**src/rtl/frame_uart_dumper.sv**
```systemverilog
// Dumps one downsampled frame over the debug UART: header, raster-order pixel bytes, checksum.
// Trigger is synchronised and debounced; every byte waits for a saturated idle holdoff.
module frame_uart_dumper #(
  parameter int unsigned WIDTH         = 40,
  parameter int unsigned HEIGHT        = 30,
  parameter int unsigned XW            = 6,
  parameter int unsigned YW            = 5,
  parameter int unsigned HOLDOFF_BITS  = 13,
  parameter int unsigned DEBOUNCE_BITS = 14,
  parameter logic [7:0]  SYNC0         = 8'hA5,
  parameter logic [7:0]  SYNC1         = 8'h5A
) (
  input  logic          clk12_i,
  input  logic          areset_i,
  input  logic          trigger_i,
  output logic [XW-1:0] read_x_o,
  output logic [YW-1:0] read_y_o,
  input  logic [31:0]   read_q_i,
  input  logic          uart_busy_i,
  output logic          uart_write_o,
  output logic [7:0]    uart_data_o,
  output logic          busy_o,
  output logic          done_o
);

  typedef enum logic [2:0] {
    StIdle,
    StHeader,
    StFetch,
    StData,
    StCheck,
    StDone
  } state_e;

  state_e                   state_q;
  logic                     trig_q;
  logic [DEBOUNCE_BITS-1:0] deb_q, deb_d;
  logic [HOLDOFF_BITS-1:0]  hold_q, hold_d;
  logic [1:0]               idx_q;
  logic                     fetch_q;
  logic [31:0]              word_q;
  logic [7:0]               csum_q;
  logic [XW-1:0]            read_x_q;
  logic [YW-1:0]            read_y_q;
  logic                     write_q;
  logic [7:0]               data_q;
  logic                     busy_q;
  logic                     done_q;

  logic                     armed;
  logic                     send_ok;
  logic                     last_x;
  logic                     last_y;
  logic [7:0]               hdr_byte;
  logic [7:0]               data_byte;

  always_comb begin
    deb_d = deb_q;
    if (trig_q) begin
      deb_d = '0;
    end else if (!(&deb_q)) begin
      deb_d = deb_q + DEBOUNCE_BITS'(1);
    end

    // The write strobe itself clears holdoff, so back-to-back bytes keep the full gap.
    hold_d = hold_q;
    if (uart_busy_i || write_q) begin
      hold_d = '0;
    end else if (!(&hold_q)) begin
      hold_d = hold_q + HOLDOFF_BITS'(1);
    end
  end

  always_comb begin
    armed   = &deb_q;
    send_ok = (&hold_q) && !uart_busy_i && !write_q;
    last_x  = (read_x_q == XW'(WIDTH - 1));
    last_y  = (read_y_q == YW'(HEIGHT - 1));

    hdr_byte  = SYNC0;
    data_byte = word_q[31:24];
    unique case (idx_q)
      2'd0: begin
        hdr_byte  = SYNC0;
        data_byte = word_q[31:24];
      end
      2'd1: begin
        hdr_byte  = SYNC1;
        data_byte = word_q[23:16];
      end
      2'd2: begin
        hdr_byte  = 8'(WIDTH);
        data_byte = word_q[15:8];
      end
      default: begin
        hdr_byte  = 8'(HEIGHT);
        data_byte = word_q[7:0];
      end
    endcase
  end

  always_ff @(posedge clk12_i) begin
    if (areset_i) begin
      trig_q <= 1'b0;
      deb_q  <= '0;
      hold_q <= '0;
    end else begin
      trig_q <= trigger_i;
      deb_q  <= deb_d;
      hold_q <= hold_d;
    end
  end

  always_ff @(posedge clk12_i) begin
    if (areset_i) begin
      state_q  <= StIdle;
      idx_q    <= 2'd0;
      fetch_q  <= 1'b0;
      word_q   <= '0;
      csum_q   <= '0;
      read_x_q <= '0;
      read_y_q <= '0;
      write_q  <= 1'b0;
      data_q   <= '0;
      busy_q   <= 1'b0;
      done_q   <= 1'b0;
    end else begin
      write_q <= 1'b0;
      done_q  <= 1'b0;
      unique case (state_q)
        StIdle: begin
          if (trig_q && armed) begin
            busy_q   <= 1'b1;
            read_x_q <= '0;
            read_y_q <= '0;
            csum_q   <= '0;
            idx_q    <= 2'd0;
            state_q  <= StHeader;
          end
        end
        StHeader: begin
          if (send_ok) begin
            write_q <= 1'b1;
            data_q  <= hdr_byte;
            idx_q   <= idx_q + 2'd1;
            if (idx_q == 2'd3) begin
              fetch_q <= 1'b0;
              state_q <= StFetch;
            end
          end
        end
        StFetch: begin
          // Second cycle at a stable address: buffer data is valid now.
          if (fetch_q) begin
            word_q  <= read_q_i;
            fetch_q <= 1'b0;
            state_q <= StData;
          end else begin
            fetch_q <= 1'b1;
          end
        end
        StData: begin
          if (send_ok) begin
            write_q <= 1'b1;
            data_q  <= data_byte;
            csum_q  <= csum_q + data_byte;
            idx_q   <= idx_q + 2'd1;
            if (idx_q == 2'd3) begin
              if (last_x) begin
                read_x_q <= '0;
                read_y_q <= read_y_q + YW'(1);
              end else begin
                read_x_q <= read_x_q + XW'(1);
              end
              state_q <= (last_x && last_y) ? StCheck : StFetch;
            end
          end
        end
        StCheck: begin
          if (send_ok) begin
            write_q <= 1'b1;
            data_q  <= csum_q;
            state_q <= StDone;
          end
        end
        StDone: begin
          done_q   <= 1'b1;
          busy_q   <= 1'b0;
          read_x_q <= '0;
          read_y_q <= '0;
          state_q  <= StIdle;
        end
        default: state_q <= StIdle;
      endcase
    end
  end

  assign read_x_o     = read_x_q;
  assign read_y_o     = read_y_q;
  assign uart_write_o = write_q;
  assign uart_data_o  = data_q;
  assign busy_o       = busy_q;
  assign done_o       = done_q;

endmodule

```
**config.mk**
```make
export PLATFORM = sky130hd
export DESIGN_NAME = frame_uart_dumper
export DESIGN_NICKNAME = d
export VERILOG_FILES = /design/src/rtl/frame_uart_dumper.sv
export SDC_FILE = /design/constraint.sdc
export NUM_CORES = 1
export LEC_CHECK = 0
export BUFFER_PORTS_ARGS = -buffer_cell sky130_fd_sc_hd__buf_2
export CAP_MARGIN = 20
export CORE_ASPECT_RATIO = 1.1
export CORE_UTILIZATION = 44
export DETAILED_ROUTE_END_ITERATION = 7
export PLACE_DENSITY = 0.65
export REMOVE_ABC_BUFFERS = 1
export SYNTH_ARGS = -nofsm -noshare
export SYNTH_HDL_FRONTEND = slang
export SYNTH_SLANG_ARGS = --single-unit
```
**constraint.sdc**
```tcl
create_clock -name clk12_i -period 4.1 [get_ports clk12_i]
set_input_delay 0.615 -clock clk12_i [delete_from_list [all_inputs] [get_ports clk12_i]]
set_output_delay 0.615 -clock clk12_i [all_outputs]
set_load 0.01 [all_outputs]
```
==> results.cfg, run 1 <==
[layout]
fin_area_um2 = 5450
postLayoutCoreUtil_pct = 52.2
layout-drive-gt1-share_pct = 14.2
seqCellArea_um2 = 1920
syn2layout_area_growth_pct = 14.6
fillers = 1031
layout.nets = 688
final_cell_count_no_fill = 778
n_antenna_cell = 0
multi_input_area_um2 = 2620

[routing]
dr.pass1.iters = 5
drtAntennaViolNets = 0
routed_wl_um = 11000
vias_per_cell = 5.49
vias = 4274
drt_iter0_drc = 234
drc = 0
wl_per_cell_um = 14.1

[synth]
avgSynthCellArea_um2 = 8.04
synth.distinct_cells = 59
synth_seq_cells = 96
synth_top_cell_by_area = dfxtp_1
synth_area_um2 = 4750
syn_inst = 591
synthFlopType = dfxtp_1
synth_common_cells = dfxtp_1 (96), nand2_1 (96), nor2_1 (64), a21oi_1 (53), clkbuf_1 (26)
yosys_warnings = 0
ys_seq_area_share_pct = 40.4
ys_async_sr_fraction_pct = 0
synth_area_leaders = dfxtp_1 (40%), nand2_1 (7.6%), a21oi_1 (5.6%)
synth_edf_count = 0
yosysTopAreaCellShare_pct = 40.4

[worst_setup_path]
crit_arrival_ns = 3.42
critPathMaxStageDelay_ns = 0.46
critical_path.cell_chain = inv_1 -> ha_1 -> a222oi_1 -> mux2i_1 -> ha_1 -> inv_1 -> fa_1 -> nor2b_1 -> o21a_1 -> o21ai_0 -> or4b_1 -> a21oi_1
critPathKind = flop to flop
crit_slowest_cell = or4b_1
critPathLaunchType = flop
worstPathMaxFanout = 10
cp_data_required_time_ns = 4.37
end_kind = flop

[power_and_ir_drop]
power.internal_mw = 1.40
powerDensity_nw_per_um2 = 330
clockPowerShare_pct = 43.5
irDropWorstVdd_uv = 217
combPwrFrac_pct = 3.9
power_leakage_nw = 1.98
total_power_mw = 1.80
p_switching_mw = 0.397
seq_power_share_pct = 52.6
swShare_pct = 22.0

[global_routing]
grt_usage_pct = 20.3
antenna_found_initial = 0
grt_overflow = 0
grt_pass1_vias = 3860
grt_max_degree = 33
grt_first_pass_wirelength_um = 18300

[clock_network]
cts_resized = 0
clockRootBuffer = clkbuf_16
worstSkewPairLatency_ns = 0.34
postCtsHoldBufs = 0
cts_max_level = 3
cts.path.max_buffers = 2
cts_buffers = 9
post-cts-setup-buffers = 0
cts_tree = done
cts.sinks = 96
cts.clk_slew.worst_paths_ns = 0.06

[floorplanning]
core-area_um2 = 10400
rows = 39
num_io_pins = 58
die_area_um2 = 11200
die_h_um = 111
die_x_um = 101
initial_utilization_pct = 45.5

[place]
dp_hpwl_um = 7830
gp_congestion = 0.843
dp.cells = 763
placed_area_um2 = 5130
portBuffers = 57
place_ws_ns = 0.998

[sta]
fin_ws_ns = 0.951
slew_viol_final = 0
period_needed_ns = 3.15
final-setup-viol-count = 0
grt_setup_unrepaired = no
tightest_slew_ns = 0.872
clock-skew-final_ns = 0.0107
setup-tns-final_ns = 0
hold_viol = 0
max_slew_margin_pct = 41.7
min_period_over_period_pct = 76.8
fmax_mhz = 318
timing.hold.ws_ns = 0.455

[hold_path]
hold_path.class = flop to flop

[status]
status = completed

[run]
maxCapViolations = 0
[sequential cells by signal, summed over array words and instances, names as in the netlist]
signal / flops
state_q: 3
deb_q: 14
uart_data_o: 8
read_y_o: 5
word_q: 32
read_x_o: 6
csum_q: 8
busy_o: 1
done_o: 1
uart_write_o: 1
idx_q: 2
hold_q: 13
fetch_q: 1
trig_q: 1
[per-layer routing]
metal  track usage (%)  vias to the layer above  part of all wire (%)  wire length (um)
met5                 0                        -                     0                 0
li1                  -                     2171                     -                 -
met2              31.9                      103                    46              5040
met4              7.15                        0                   1.3               144
met3              3.53                       11                   4.5               490
met1              27.8                     1989                    48              5330
[final cells by class]
type                            count  area share [%]
Inverter                           24            1.65
Sequential cell                    96            35.3
Multi-Input combinational cell    439            48.1
Clock buffer                       11            4.64
Clock inverter                      2           0.321
Tap cell                          143            3.28
Timing Repair Buffer               63            6.75
[critical path, delay by kind of cell (launching register included)]
kind / cells / cell delay [ns]
AO/OA/AOI/OAI: 4 / 0.97
adder cells (fa/ha/maj): 3 / 0.81
AND/OR/NAND/NOR: 2 / 0.52
flip-flops: 1 / 0.44
buffers and inverters: 2 / 0.19
multiplexers: 1 / 0.16
[cell usage in the layout (no fill, tap or decap), drive strengths merged, types with 7 or more instances in the layout]
master  count
a211oi      7
a21oi      53
a221oi      7
a222oi      8
buf        62
clkbuf     12
dfxtp      96
ha         18
inv        24
mux2i      12
nand2      96
nand3      19
nand4      14
nor2       64
nor3       18
o21ai      16
or3         7
xnor2      11
xor2       11
[power by group through the flow]
stage | logic (mW) | clock network [mW] | registers (mW)
floorplan | 0.0329 | 0 | 0.966
global placement | 0.0690 | 0 | 0.968
detailed placement | 0.0703 | 0 | 0.968
CTS | 0.0707 | 0.791 | 0.947
global route | 0.0793 | 0.839 | 0.948
finish | 0.0705 | 0.782 | 0.947
[logic make-up (layout without fill, tap and decap cells)]
| family | count (synthesis) | count (layout) | share of synthesized area [%] |
|---|---|---|---|
| buffers and inverters | 56 | 100 | 4.47 |
| AOI/OAI and AO/OA | 126 | 126 | 17.5 |
| adders and majority gates | 19 | 19 | 5.16 |
| xor gates and xnor gates | 22 | 22 | 4.05 |
| and+or+nand+nor | 259 | 259 | 25.6 |
| DFF | 96 | 96 | 40.4 |
| muxes | 13 | 13 | 2.76 |
[worst paths after layout]
path | from | endpoint | slack [ns] | cells past startpoint
max | idx_q[0] | csum_q[4] | 0.95 | 12
min | word_q[19] | word_q[19] | 0.45 | 2
min reg2reg | word_q[19] | word_q[19] | 0.45 | 2
max reg2reg | idx_q[0] | csum_q[4] | 0.95 | 12
Note: power is estimated with default switching activity, not from simulation.
==> inputs of run 2 (changes only) <==
Settings changed: ABC_AREA set to 1, PLACE_DENSITY 0.65 to 0.67.
Clock period 4.1 ns to 2.6 ns, I/O delays scaled along.
==> run 2 against run 1 <==
  * First-iteration DRC count down 21%
  * Setup slack lost 0.80 ns
  * Worst hold slack lost 0.19 ns
  * Sequential share of layout area decreased by 1.8 points
  * Non-clock buffer count unchanged
  * Clock-buffer cell count increased by 3
  * Core utilization is 0.41 points higher
  * Synthesized cell count up 21%
  * Global-route usage up 1.1 points
  * Cell area rose by 5.3%
  * Die area is 3.9% higher
  * Wire length increased by 8.0%
  * Largest power group unchanged
==> results.cfg, run 2 <==
[worst_setup_path]
critPathKind = flop to flop
path_delay_family = adder cells
critical_path.cell_chain = ha_1 -> buf_4 -> a21oi_1 -> a31oi_1 -> ha_1 -> inv_1 -> fa_1 -> inv_1 -> nand3_1 -> nand2_1 -> a21oi_1 -> o21ai_0 -> nand2_1 -> nand2_1 -> a21oi_1
crit_buf_inv = 3
r2r_end = csum_q[4]
cp_num_cells = 15
reg2reg_slack_ns = 0.15
r2r_cells = 15
critPathLaunchType = flop
setup.worst_path.start = idx_q[1]
crit_slowest_cell = dfxtp_1
end_kind = flop
cp_data_required_time_ns = 2.81
worstPathMaxFanout = 8
crit_arrival_ns = 2.66
critPathMaxStageDelay_ns = 0.41
endpoint = csum_q[4]
r2r-start = idx_q[1]

[layout]
seqCellArea_um2 = 1920
n_antenna_cell = 0
reg_top3 = word_q x32, deb_q x14, hold_q x13
fin_area_um2 = 5740
largest_reg_flops = 32
syn2layout_area_growth_pct = 16.0
postLayoutCoreUtil_pct = 52.6
layout-drive-gt1-share_pct = 15.3
multi_input_area_um2 = 2670
fillers = 1138
final_cell_mix = nand2_1 (129), nor2_1 (129), dfxtp_1 (95), inv_1 (67), o21ai_0 (64)
top_register = word_q
layout.nets = 822

[synth]
synth_edf_count = 0
synth.distinct_cells = 44
yosys_warnings = 0
synth_top_cell_by_area = dfxtp_1
syn_inst = 714
synthFlopType = dfxtp_1
synth_common_cells = nand2_1 (129), nor2_1 (129), dfxtp_1 (96), inv_1 (70), o21ai_0 (64)
avgSynthCellArea_um2 = 6.93
synth_seq_cells = 96
ys_seq_area_share_pct = 38.9
yosysTopAreaCellShare_pct = 38.9
synth_area_leaders = dfxtp_1 (39%), nand2_1 (9.8%), nor2_1 (9.8%)
ys_async_sr_fraction_pct = 0
synth_area_um2 = 4940

[floorplanning]
initial_utilization_pct = 45.3
core-area_um2 = 10900
num_io_pins = 58
die_x_um = 103
die_area_um2 = 11700
die_h_um = 113
rows = 40

[clock_network]
cts_tree = done
cts.clk_slew.worst_paths_ns = 0.06
post-cts-setup-buffers = 0
cts.path.max_buffers = 2
clockRootBuffer = clkbuf_16
cts_max_level = 3
cts.sinks = 96
worstSkewPairLatency_ns = 0.34
cts_buffers = 9

[global_routing]
grt_max_degree = 54
antenna_found_initial = 0
grt_first_pass_wirelength_um = 19800
grt_usage_pct = 21.4
grt_overflow = 0
grt_pass1_vias = 4404

[sta]
min_period_over_period_pct = 94.1
max_slew_margin_pct = 37.8
grt_setup_unrepaired = no
period_needed_ns = 2.45
clock-skew-final_ns = 0.00840
slew_viol_final = 0
hold_viol = 0
fmax_mhz = 409
setup-tns-final_ns = 0
tightest_slew_ns = 0.933
final-setup-viol-count = 0

[run]
maxCapViolations = 0

[place]
dp_hpwl_um = 8750
gp_congestion = 0.972
placed_area_um2 = 5370
portBuffers = 57

[routing]
drc = 0
vias_per_cell = 5.12
wl_per_cell_um = 12.9
drt_iter0_drc = 184
drtAntennaViolNets = 0
vias = 4702
dr.pass1.iters = 5
routed_wl_um = 11900

[power_and_ir_drop]
total_power_mw = 3.01
powerDensity_nw_per_um2 = 525
irDropWorstVdd_uv = 302
power_leakage_nw = 2.55

[status]
status = completed

[hold_path]
hold_path.class = input port to flop
## run 2: changes by cell type after synthesis, moves of 8 or more
cell      before  now
a21oi_1       53   62
inv_2          0    8
xor2_1        11    2
nand2_1       96  129
o21ai_1        0    9
nor2_1        64  129
o21ai_0       16   64
clkbuf_1      26    8
a222oi_1       8    0
nor3_1        18   10
inv_1         24   70
mux2i_1       12    0
nand3_1       19   30
## run 2: tightest hold or removal path, stage by stage
cell    delay, ns
buf_2        0.07
inv_1        0.04
nor2_1       0.07
## run 2: through the flow
stage	setup slack, ns	cells	hold WS, ns
after floorplan	0.138	693	0.445
after global placement	0.135	903	0.454
after detailed placement	0.0437	903	0.471
after CTS	0.00434	919	0.262
after global routing	0.0127	919	0.273
final	0.154	919	0.268
## run 2: kinds of logic after synthesis
| group | share of synthesized area (%) |
|---|---|
| flip-flops | 38.9 |
| AND/OR/NAND/NOR | 30.1 |
| buffers and inverters | 7.89 |
| AO/OA/AOI/OAI | 17.2 |
| adder cells (fa/ha/maj) | 4.96 |
| XOR/XNOR | 1.06 |
## run 2: final cells by class
cell class / count / area share [%]
multi-input combinational: 518 / 46.5
clock buffer: 14 / 4.78
timing repair buffer: 63 / 5.76
clock inverter: 2 / 1.05
sequential: 96 / 33.5
tap: 147 / 3.21
inverter: 79 / 5.17
## run 2: worst min path at each step
stage            startpoint          to  slack, ns  cells past startpoint
2_1_floorplan     csum_q[4]   csum_q[4]       0.44                      2
4_1_cts         read_q_i[3]   word_q[3]       0.26                      3
6_report          trigger_i      trig_q       0.27                      3
3_3_place_gp      csum_q[4]   csum_q[4]       0.45                      2
3_5_place_dp      csum_q[4]   csum_q[4]       0.47                      2
5_1_grt        read_q_i[27]  word_q[27]       0.27                      3
## run 2: where the power goes
group          internal, mW  leakage (nW)  switching, mW  total, mW
clock network         0.923         0.163          0.540       1.46
logic                0.0287          1.61         0.0399     0.0685
registers              1.48         0.774        0.00463       1.48
total                  2.43          2.55          0.585       3.01
## run 2: repair_timing
action | CTS | global route
gates resized for setup | 0 | 10
hold buffers | 0 | 0
endpoints found under the setup margin | 0 | 4
## run 2: routing by layer
layer	vias up	wire length, um	track usage (%)
met2	105	5620	35.4
met5	-	0	0
met4	0	201	7.42
met3	17	462	3.34
li1	2439	-	-
met1	2141	5600	28.0
